File: src/rtl/xnor_cmp_sched_pkg.sv
// Shared types for the two-requester XNOR comparator scheduler.
package xnor_cmp_sched_pkg;

  typedef enum logic [1:0] {
    IDLE = 2'd0,
    RUN  = 2'd1,
    DONE = 2'd2
  } state_t;

  localparam logic REQ_ID0 = 1'b0;
  localparam logic REQ_ID1 = 1'b1;

endpackage

File: src/rtl/xnor_struct.sv
// Single-bit equality cell built from a gate primitive.
module xnor_struct (
  input  logic x,
  input  logic y,
  output logic z
);

  xnor u_xnor (z, x, y);

endmodule

File: src/rtl/xnor_cmp_sched.sv
// Round-robin scheduler that compares one requester's operands bit-serially
// through a single shared XNOR cell and reports the per-bit equality mask.
module xnor_cmp_sched
  import xnor_cmp_sched_pkg::*;
#(
  parameter int WIDTH = 8
) (
  input  logic             clk,
  input  logic             rst_n,
  input  logic             req0,
  input  logic [WIDTH-1:0] a0,
  input  logic [WIDTH-1:0] b0,
  input  logic             req1,
  input  logic [WIDTH-1:0] a1,
  input  logic [WIDTH-1:0] b1,
  output logic             gnt0,
  output logic             gnt1,
  output logic             busy,
  output logic             done,
  output logic             done_id,
  output logic             eq,
  output logic [WIDTH-1:0] mask
);

  localparam int IDX_W = (WIDTH > 1) ? $clog2(WIDTH) : 1;
  localparam logic [IDX_W-1:0] LAST_IDX = IDX_W'(WIDTH - 1);

  state_t           state;
  logic [IDX_W-1:0] idx;
  logic [WIDTH-1:0] cap_a;
  logic [WIDTH-1:0] cap_b;
  logic [WIDTH-1:0] working_mask;
  logic [WIDTH-1:0] mask_hold;
  logic             eq_hold;
  logic             done_id_hold;
  logic             owner;
  logic             last_served;
  logic             winner;
  logic             start;
  logic             bit_z;

  // NOTE: every variable written in always_comb gets a default first so no latch is inferred.
  always_comb begin
    winner = REQ_ID0;
    if (req0 && req1) winner = (last_served == REQ_ID0) ? REQ_ID1 : REQ_ID0;
    else if (req1)    winner = REQ_ID1;
  end

  // The grant is visible in the same IDLE cycle that captures the operands.
  assign start = rst_n && (state == IDLE) && (req0 || req1);
  assign gnt0  = start && (winner == REQ_ID0);
  assign gnt1  = start && (winner == REQ_ID1);
  assign busy  = rst_n && (start || (state != IDLE));
  assign done  = (state == DONE);

  // Results are live during DONE and then held until the next DONE.
  assign mask    = (state == DONE) ? working_mask  : mask_hold;
  assign eq      = (state == DONE) ? &working_mask : eq_hold;
  assign done_id = (state == DONE) ? owner         : done_id_hold;

  xnor_struct u_cell (
    .x (cap_a[idx]),
    .y (cap_b[idx]),
    .z (bit_z)
  );

  // NOTE: sequential state uses non-blocking assignments so all registers update together at the edge.
  always_ff @(posedge clk) begin
    if (!rst_n) begin
      state        <= IDLE;
      idx          <= '0;
      cap_a        <= '0;
      cap_b        <= '0;
      working_mask <= '0;
      mask_hold    <= '0;
      eq_hold      <= 1'b0;
      done_id_hold <= 1'b0;
      owner        <= REQ_ID0;
      last_served  <= REQ_ID1;
    end else begin
      case (state)
        IDLE: begin
          if (req0 || req1) begin
            cap_a       <= (winner == REQ_ID1) ? a1 : a0;
            cap_b       <= (winner == REQ_ID1) ? b1 : b0;
            owner       <= winner;
            last_served <= winner;
            idx         <= '0;
            state       <= RUN;
          end
        end
        RUN: begin
          working_mask[idx] <= bit_z;
          if (idx == LAST_IDX) state <= DONE;
          else                 idx   <= idx + 1'b1;
        end
        DONE: begin
          mask_hold    <= working_mask;
          eq_hold      <= &working_mask;
          done_id_hold <= owner;
          state        <= IDLE;
        end
        default: state <= IDLE;
      endcase
    end
  end

endmodule

File: config.mk
export PLATFORM = sky130hd
export DESIGN_NAME = xnor_cmp_sched
export DESIGN_NICKNAME = d
export VERILOG_FILES = /design/src/rtl/xnor_cmp_sched_pkg.sv /design/src/rtl/xnor_struct.sv /design/src/rtl/xnor_cmp_sched.sv
export SDC_FILE = /design/constraint.sdc
export NUM_CORES = 1
export LEC_CHECK = 0
export CAP_MARGIN = 20
export CORE_UTILIZATION = 54
export CTS_BUF_LIST = sky130_fd_sc_hd__clkbuf_8
export DETAILED_ROUTE_END_ITERATION = 8
export MAX_ROUTING_LAYER = met4
export PLACE_DENSITY_LB_ADDON = 0.15
export SETUP_SLACK_MARGIN = 0.15
export SLEW_MARGIN = 20
export SYNTH_ARGS = -nofsm -noshare
export SYNTH_HDL_FRONTEND = slang
export SYNTH_SLANG_ARGS = --single-unit
File: constraint.sdc
create_clock -name clk -period 3.5 [get_ports clk]
set_input_delay 1.05 -clock clk [delete_from_list [all_inputs] [get_ports clk]]
set_output_delay 1.05 -clock clk [all_outputs]
set_load 0.005 [all_outputs]
==> metrics.yaml, run 1 <==
sta:
  hold_ws_ns: 0.469
  tightest_slew_ns: 0.525
  period_needed_ns: 3.25
  setup_viol: 0
  relSlewSlack: 0.650
  drv_slew: 0
  finalHoldViolations: 0
  period_share: 0.928
  rsz0062_at_grt: "no"
  final.setup_skew_ns: 0.00401
  fmax_mhz: 308
  fin_ws_ns: 0.251
job:
  maxCapViolCount: 0
power_and_ir_drop:
  clkPwrFrac: 0.291
  p_per_area_nw_per_um2: 380
  ir_drop_mv: 0.264
  internal_power_mw: 0.714
  finalPower_mw: 0.952
  pwr-share-comb: 0.172
  p_switching_mw: 0.237
  p_leak_nw: 0.961
  power_frac_seq: 0.538
  swShare: 0.249
place:
  globalplace.congestion: 0.861
  dpl.hpwl_mm: 2.76
  portBuffers: 49
  dpl_worst_slack_ns: -0.0824
drt:
  ant_nets: 0
  vias_per_cell: 5.40
  dr.pass1.iters: 4
  wl_mm: 3.68
  wire_per_inst_um: 12.9
  drc: 0
  vias: 1543
  first_iter_violations: 31
cells_and_area:
  seq_area_um2: 821
  areaGrowthSynthToFinish_pct: 32.2
  utilization: 0.746
  drive_gt1_frac: 0.142
  n_antenna_cell: 0
  num-fill-cells: 272
  final_nets: 279
  multiInputGateArea_um2: 1020
worst_setup_path:
  start_kind: "input pin"
  critPathMaxStageDelay_ns: 0.50
  path_cells: "dlygate4sd2_1, a21boi_2, and3_4, clkdlybuf4s50_1"
  worstSetupPathType: "input pin to primary output"
  worstPathArrival_ns: 2.20
  worstPathRequired_ns: 2.45
  crit_path_top_delay_cell: "clkdlybuf4s50_1"
  end_kind: "primary output"
  path_max_fanout: 4
die:
  dieArea_um2: 3750
  io_pins: 50
  die_w_um: 61.3
  rows: 21
  core_um2: 3360
  initial_core_util: 0.564
  die_h_um: 61.3
synth:
  synth_cell_type_count: 37
  synth_edf_count: 0
  syn_area_um2: 1900
  async_reset_ff_frac: 0
  ys_seq_elements: 41
  synth_nets: 232
  yosysSeqAreaShare: 0.433
  ys.flop_type: "dfxtp_1"
  yosysWarnings: 0
  synth_area_per_cell_um2: 9.78
  syn_inst: 194
cts:
  max-clock-path-buffers: 2
  cts_made_buffers: 5
  clockRootBuffer: "clkbuf_8"
  clkTransAtPathRegs_ns: 0.07
  tritoncts: "done"
  htree_num_levels: 2
  cts_hold_buf: 0
  clock_sinks: 41
  clock_latency_ns: 0.29
status:
  outcome: "finished clean"
global_route:
  overflow: 0
  grt_pass1_wl_mm: 6.11
  grtUsageTotal: 0.235
  grt_antenna_before_repair: 0
  grt_max_degree: 34
  first_global_vias: 1466
worst_hold_path:
  worst_hold_path_type: "register to register"
[Yosys cell counts (3+ instances only)]
cell type,instances,share of area
a21oi_1,3,0.0079
o22ai_1,4,0.013
and2_1,10,0.033
mux2i_1,18,0.095
mux4_2,4,0.047
nand2_1,12,0.024
nor2_1,26,0.051
a211oi_1,16,0.063
buf_2,3,0.0079
mux2_2,9,0.053
nand2b_1,3,0.0099
clkbuf_1,11,0.022
dfxtp_1,41,0.43
[worst paths after layout]
check / from / endpoint / cells past startpoint / slack, ns
max: req1 / gnt1 / 4 / 0.25
min: owner$_SDFFE_PN0P_ / owner$_SDFFE_PN0P_ / 2 / 0.47
max reg2reg: idx[0]$_SDFFE_PN0P_ / working_mask[4]$_SDFFE_PN0P_ / 4 / 1.47
min reg2reg: owner$_SDFFE_PN0P_ / owner$_SDFFE_PN0P_ / 2 / 0.47
[area by class of cell]
type                    instances  share of cell area
repair buffers                 55               0.212
well taps                      46              0.0230
clock inverters                 1             0.00200
inverters                       2             0.00299
multi-input cells             136               0.406
flip-flops and latches         41               0.327
clock buffers                   5              0.0274
[per-stage QoR]
stage	instances	TNS, ns	instance area (um2)
floorplan	194	0	1900
global placement	279	-0.101	2420
detailed placement	279	-0.107	2420
CTS	286	0	2510
global route	286	0	2510
finish	286	0	2510
[per-layer routing]
layer | vias up | share of wire | track usage
met2 | 55 | 0.52 | 0.410
met5 | - | 0 | -
met4 | 0 | 0.023 | 0.120
met1 | 690 | 0.40 | 0.235
li1 | 791 | - | -
met3 | 7 | 0.061 | 0.0714
[state kept, by name, indices dropped and copies added, names as in the netlist]
signal        cells
idx               3
last_served       1
owner             1
working_mask      8
cap_a             8
state             2
eq_hold           1
mask_hold         8
done_id_hold      1
cap_b             8
[power by group through the flow]
stage               Combinational (mW)  Clock (mW)  Sequential (mW)
global route                     0.180       0.298            0.515
CTS                              0.164       0.282            0.512
floorplan                        0.106           0            0.513
global placement                 0.158           0            0.521
detailed placement               0.163           0            0.522
finish                           0.164       0.277            0.512
[cells in the final DEF (no fill, tap or decap), types with 2 or more instances in the layout]
master and n:
clkdlybuf4s50_1 45, dfxtp_1 41, nor2_1 25, mux2i_1 18, a211oi_1 16, nand2_1 12, and2_1 10, mux2_2 9
buf_4 6, clkbuf_8 5, mux4_2 4, o22ai_1 4, dlygate4sd2_1 4, nand2b_1 3, a21oi_1 3, inv_1 2
nand4_1 2, o31ai_1 2, o211ai_1 2, o41ai_1 2, or2_2 2, a22oi_1 2, ha_1 2
[critical path: cells and delay by family]
family / cells / cell delay (ns)
compound gates: 1 / 0.20
simple gates: 1 / 0.21
buf+inv: 2 / 0.74
[logic make-up (layout without fill, tap and decap cells)]
| group | after synthesis | count (layout) | synth area share |
|---|---|---|---|
| flip-flops | 41 | 41 | 0.433 |
| buffers and inverters | 17 | 63 | 0.0396 |
| XOR/XNOR | 1 | 1 | 0.00858 |
| AO/OA/AOI/OAI | 36 | 36 | 0.135 |
| adder cells (fa/ha/maj) | 2 | 2 | 0.0132 |
| AND/OR/NAND/NOR | 65 | 65 | 0.168 |
| multiplexers | 32 | 32 | 0.203 |
[what timing repair did]
action	in CTS	in global routing
gates resized for setup	6	0
setup endpoints to repair	3	0
setup buffers	1	0
(Power assumes the default switching activity.)
==> run 2, diff against run 1 <==
--- a/config.mk
+++ b/config.mk
@@ -10,7 +10,7 @@
 export CTS_BUF_LIST = sky130_fd_sc_hd__clkbuf_8
 export DETAILED_ROUTE_END_ITERATION = 8
 export MAX_ROUTING_LAYER = met4
-export PLACE_DENSITY_LB_ADDON = 0.15
+export PLACE_DENSITY = 0.88
 export SETUP_SLACK_MARGIN = 0.15
 export SLEW_MARGIN = 20
 export SYNTH_ARGS = -nofsm -noshare
==> metrics.yaml, run 2 (synthesis gave the netlist of run 1 again) <==
status:
  outcome: "finished clean"
worst_setup_path:
  start_kind: "input pin"
  worstPathRequired_ns: 2.45  # about the same
  crit-reg2reg-capture: "working_mask[2]$_SDFFE_PN0P_"
  cp.buffers_inverters: 2  # unchanged
  path_cells: "dlygate4sd2_1, a21boi_2, and3_1, clkdlybuf4s50_1"
  r2r_cells: 4  # unchanged
  path_max_fanout: 4  # unchanged
  worstPathArrival_ns: 2.20  # about the same
  worstSetupPathType: "input pin to primary output"
  regToRegSetupSlack_ns: 1.50  # +0.03 ns
  rr_startpoint: "idx[0]$_SDFFE_PN0P_"
  end_kind: "primary output"
  crit_path_top_delay_cell: "clkdlybuf4s50_1"
  critical-path-top-delay-family: "buffers and inverters"
  critPathMaxStageDelay_ns: 0.50  # about the same
cells_and_area:
  n_antenna_cell: 0  # unchanged
  mostFrequentLayoutCells: "45 x clkdlybuf4s50_1, 41 x dfxtp_1, 26 x nor2_1, 18 x mux2i_1, 16 x a211oi_1"
  final_common_cell: "clkdlybuf4s50_1"
  utilization: 0.745  # about the same
  final_nets: 278  # -0.36%
  drive_gt1_frac: 0.129  # -0.0125
  areaGrowthSynthToFinish_pct: 32.1  # about the same
drt:
  vias: 1512  # -2.0%
  wire_per_inst_um: 12.2  # -5.5%
  drc: 0  # unchanged
  wl_mm: 3.48  # -5.5%
  dr.pass1.iters: 5  # +1
  vias_per_cell: 5.29  # -2.0%
  first_iter_violations: 45  # +45%
  ant_nets: 0  # unchanged
sta:
  final.setup_skew_ns: 0.00640  # +0.00239 ns
  hold_ws_ns: 0.463  # -0.00573 ns
  setup_viol: 0  # unchanged
  drv_slew: 0  # unchanged
  fmax_mhz: 308  # about the same
  tightest_slew_ns: 0.516  # -0.00887 ns
  period_needed_ns: 3.25  # +0.00255 ns
  fin_tns_setup_ns: 0  # unchanged
  period_share: 0.929  # about the same
  relSlewSlack: 0.656  # +0.00592
  rsz0062_at_grt: "no"
  finalHoldViolations: 0  # unchanged
  fin_ws_ns: 0.249  # -0.00255 ns
die:
  die_w_um: 61.3  # unchanged
  die_h_um: 61.3  # unchanged
  initial_core_util: 0.564  # unchanged
  rows: 21  # unchanged
  dieArea_um2: 3750  # unchanged
  io_pins: 50  # unchanged
  core_um2: 3360  # unchanged
power_and_ir_drop:
  internal_power_mw: 0.735  # +2.9%
  p_leak_nw: 0.966  # +0.55%
  power_frac_seq: 0.527  # -0.011
  p_switching_mw: 0.235  # -1.1%
  swShare: 0.242  # -0.00725
  ir_drop_mv: 0.214  # -19%
  clkPwrFrac: 0.309  # +0.018
  pwr-share-comb: 0.164  # -0.008
  p_per_area_nw_per_um2: 387  # +2.0%
job:
  maxCapViolCount: 0  # unchanged
global_route:
  first_global_vias: 1344  # -8.3%
  grtUsageTotal: 0.223  # -0.0116
  grt_pass1_wl_mm: 5.78  # -5.3%
  grt_antenna_before_repair: 0  # unchanged
  overflow: 0  # unchanged
  grt_max_degree: 34  # unchanged
worst_hold_path:
  hold_start: "owner$_SDFFE_PN0P_"
  hold_path_end: "owner$_SDFFE_PN0P_"
  whs_path_depth: 2  # unchanged
  worst_hold_path_type: "register to register"
place:
  dpl_worst_slack_ns: -0.0321  # +0.0503 ns
  globalplace.congestion: 0.745  # -13%
  dpl.hpwl_mm: 2.57  # -6.7%
  portBuffers: 49  # unchanged
cts:
  clockRootBuffer: "clkbuf_8"
  cts_hold_buf: 0  # unchanged
  cts_made_buffers: 5  # unchanged
  htree_num_levels: 2  # unchanged
  clkTransAtPathRegs_ns: 0.07  # about the same
  clock_latency_ns: 0.29  # about the same
  clock_sinks: 41  # unchanged
  tritoncts: "done"
  max-clock-path-buffers: 2  # unchanged
[run 2: through the flow]
step / cell area (um2) / std cells / power (mW)
after floorplan: 1900 / 194 / 0.619
after global placement: 2420 / 279 / 0.680
after global routing: 2500 / 286 / 1.02
after detailed placement: 2420 / 279 / 0.683
final: 2500 / 286 / 0.970
after CTS: 2500 / 286 / 0.980
[run 2: worst reg2reg max path: stages, from the launching register on]
cell and delay (ns):
dfxtp_1 0.59, mux4_2 0.58, mux2i_2 0.22, xor2_2 0.18
o41ai_1 0.33
[run 2: power groups by stage]
stage,clock [mW],sequential [mW],combinational [mW]
after floorplan,0,0.513,0.106
after global placement,0,0.521,0.159
after detailed placement,0,0.522,0.161
after CTS,0.308,0.512,0.160
after global routing,0.330,0.515,0.176
final,0.299,0.511,0.159
[run 2: timing repair]
item,in CTS,in global routing
setup buffers,0,0
endpoints found under the setup margin,3,0
resized for setup,4,0
[run 2: layer usage]
| layer | GRT usage | vias up | routed length [um] |
|---|---|---|---|
| li1 | - | 791 | - |
| met1 | 0.248 | 678 | 1530 |
| met2 | 0.387 | 37 | 1770 |
| met3 | 0.0630 | 6 | 135 |
| met4 | 0.0682 | 0 | 45 |
| met5 | - | - | 0 |
[run 2: layout make-up]
cell class / instances / area (um2)
Clock buffer: 6 / 82.6
Clock inverter: 1 / 3.75
Fill cell: 276 / 858
Inverter: 2 / 7.51
Multi-Input combinational cell: 136 / 1010
Sequential cell: 41 / 821
Tap cell: 46 / 57.6
Timing Repair Buffer: 54 / 523
[run 2: worst max path at each step]
stage	startpoint	endpoint	slack [ns]	depth (start not counted)
global placement	req0	gnt0	-0.02	6
detailed placement	req0	gnt0	-0.03	6
CTS	req1	gnt1	0.24	4
finish	req1	gnt1	0.25	4
floorplan	req1	gnt0	0.46	5
global route	req1	gnt1	0.17	4
==> run 3, diff against run 2 <==
--- a/config.mk
+++ b/config.mk
@@ -6,11 +6,12 @@
 export NUM_CORES = 1
 export LEC_CHECK = 0
 export CAP_MARGIN = 20
-export CORE_UTILIZATION = 54
+export CORE_UTILIZATION = 61
 export CTS_BUF_LIST = sky130_fd_sc_hd__clkbuf_8
 export DETAILED_ROUTE_END_ITERATION = 8
+export DONT_BUFFER_PORTS = 1
 export MAX_ROUTING_LAYER = met4
-export PLACE_DENSITY = 0.88
+export PLACE_DENSITY = 0.77
 export SETUP_SLACK_MARGIN = 0.15
 export SLEW_MARGIN = 20
 export SYNTH_ARGS = -nofsm -noshare
==> metrics.yaml, run 3 (synthesis gave the netlist of run 1 again) <==
cts:
  cts_hold_buf: 0  # unchanged
  cts_made_buffers: 5  # unchanged
  htree_num_levels: 2  # unchanged
  cts_setup_buffers: 0  # unchanged
  clock_latency_ns: 0.28  # about the same
  cts.repair.resized: 0  # -4
  max-clock-path-buffers: 2  # unchanged
  clkTransAtPathRegs_ns: 0.07  # about the same
  clock_sinks: 41  # unchanged
  tritoncts: "done"
  clockRootBuffer: "clkbuf_8"
global_route:
  first_global_vias: 1334  # -0.74%
  grt_max_degree: 34  # unchanged
  grt_pass1_wl_mm: 5.80  # +0.35%
  grtUsageTotal: 0.239  # +0.0158
  grt_antenna_before_repair: 0  # unchanged
  overflow: 0  # unchanged
place:
  dpl_cell_area_um2: 1900  # -22%
  portBuffers: 0  # -100%
  globalplace.congestion: 0.744  # about the same
  dpl.hpwl_mm: 2.63  # +2.1%
die:
  rows: 19  # -9.5%
  io_pins: 50  # unchanged
  core_um2: 2850  # -15%
  die_w_um: 57.8  # -5.7%
  die_h_um: 57.8  # -5.7%
  dieArea_um2: 3340  # -11%
  initial_core_util: 0.665  # +0.101
sta:
  final.setup_skew_ns: 0.00451  # -0.00189 ns
  setup_viol: 0  # unchanged
  period_needed_ns: 2.66  # -0.596 ns
  drv_slew: 0  # unchanged
  rsz0062_at_grt: "no"
  finalHoldViolations: 0  # unchanged
  tightest_slew_ns: 0.502  # -0.0141 ns
  fin_tns_setup_ns: 0  # unchanged
  period_share: 0.759  # -0.170
  relSlewSlack: 0.665  # +0.00937
  fmax_mhz: 377  # +22%
cells_and_area:
  utilization: 0.695  # -0.0501
  n_antenna_cell: 0  # unchanged
  design_area_um2: 1980  # -21%
  num-fill-cells: 235  # -15%
  areaGrowthSynthToFinish_pct: 4.49
  final_nets: 227  # -18%
  mostFrequentLayoutCells: "41 x dfxtp_1, 26 x nor2_1, 18 x mux2i_1, 16 x a211oi_1, 12 x nand2_1"
  final_common_cell: "dfxtp_1"
  drive_gt1_frac: 0.158  # +0.0287
worst_hold_path:
  worst_hold_path_type: "register to register"
power_and_ir_drop:
  p_per_area_nw_per_um2: 459  # +19%
  ir_drop_mv: 0.254  # +19%
  p_leak_nw: 0.764  # -21%
  finalPower_mw: 0.910  # -6.2%
status:
  violations: "DRC"
  outcome: "finished with violations"
worst_setup_path:
  start_kind: "register"
  cp.buffers_inverters: 0  # -2
  path_max_fanout: 12  # +8
  critical-path-top-delay-family: "simple AND/OR/NAND/NOR gates"
  crit_path_top_delay_cell: "nand2b_1"
  end_kind: "primary output"
  critPathMaxStageDelay_ns: 0.46  # -0.04 ns
  path_cells: "nand2b_1, mux2_2"
  worstPathArrival_ns: 1.61  # -0.59 ns
  worstSetupPathType: "register to primary output"
  worstPathRequired_ns: 2.45  # about the same
drt:
  vias_per_cell: 6.24  # +18%
  wire_per_inst_um: 15.8  # +30%
  vias: 1379  # -8.8%
  dr.pass1.iters: 6  # +1
  first_iter_violations: 41  # -8.9%
  drc: 2  # +2
  ant_nets: 0  # unchanged
  wl_mm: 3.49  # +0.17%
job:
  maxCapViolCount: 0  # unchanged
-- run 3: cell types whose count changed in the layout (fill, tap and decap cells not counted) --
cell	before	now
clkbuf_8	6	5
clkdlybuf4s50_1	45	0
clkinv_2	0	2
buf_4	5	3
dlygate4sd2_1	4	0
-- run 3: worst reg2reg max path: cells and delay by family (launching register included) --
kind / cells / cell delay [ns]
muxes: 2 / 0.83
DFF: 1 / 0.58
AOI/OAI and AO/OA: 1 / 0.34
xor gates and xnor gates: 1 / 0.20
-- run 3: layer usage --
| metal | vias to the layer above | global-route usage | wire, um |
|---|---|---|---|
| met5 | - | - | 0 |
| met2 | 43 | 0.412 | 1780 |
| met1 | 633 | 0.258 | 1420 |
| li1 | 691 | - | - |
| met3 | 12 | 0.0491 | 155 |
| met4 | 0 | 0.129 | 124 |
-- run 3: final timing paths --
kind                                             from                           end  slack, ns  depth (start not counted)
worst max-delay path            state[0]$_SDFFE_PN0P_                       mask[3]       0.84                          2
worst min register to register     owner$_SDFFE_PN0P_            owner$_SDFFE_PN0P_       0.45                          2
worst max register to register    idx[0]$_SDFFE_PN0P_  working_mask[2]$_SDFFE_PN0P_       1.45                          4
worst min-delay path               owner$_SDFFE_PN0P_            owner$_SDFFE_PN0P_       0.45                          2
-- run 3: area by class of cell --
class                           count  area, um2  share of cell area
Clock inverter                      3       13.8             0.00694
Inverter                            2       7.51             0.00379
Clock buffer                        5       68.8              0.0347
Multi-Input combinational cell    136       1010               0.509
Tap cell                           31       38.8              0.0196
Sequential cell                    41        821               0.414
Timing Repair Buffer                3       22.5              0.0114
-- run 3: through the flow --
step           hold slack [ns]  instances  setup slack, ns
2_1_floorplan            0.429        194            0.462
3_3_place_gp             0.440        213            0.991
3_5_place_dp             0.445        213            0.986
4_1_cts                  0.455        221            0.832
5_1_grt                  0.492        221            0.731
6_report                 0.452        221            0.845
-- run 3: power by group --
part	internal (mW)	leakage [nW]	switching [mW]	total, mW
Combinational	0.0525	0.379	0.0623	0.115
Sequential	0.493	0.336	0.0192	0.512
Clock	0.135	0.0491	0.148	0.283
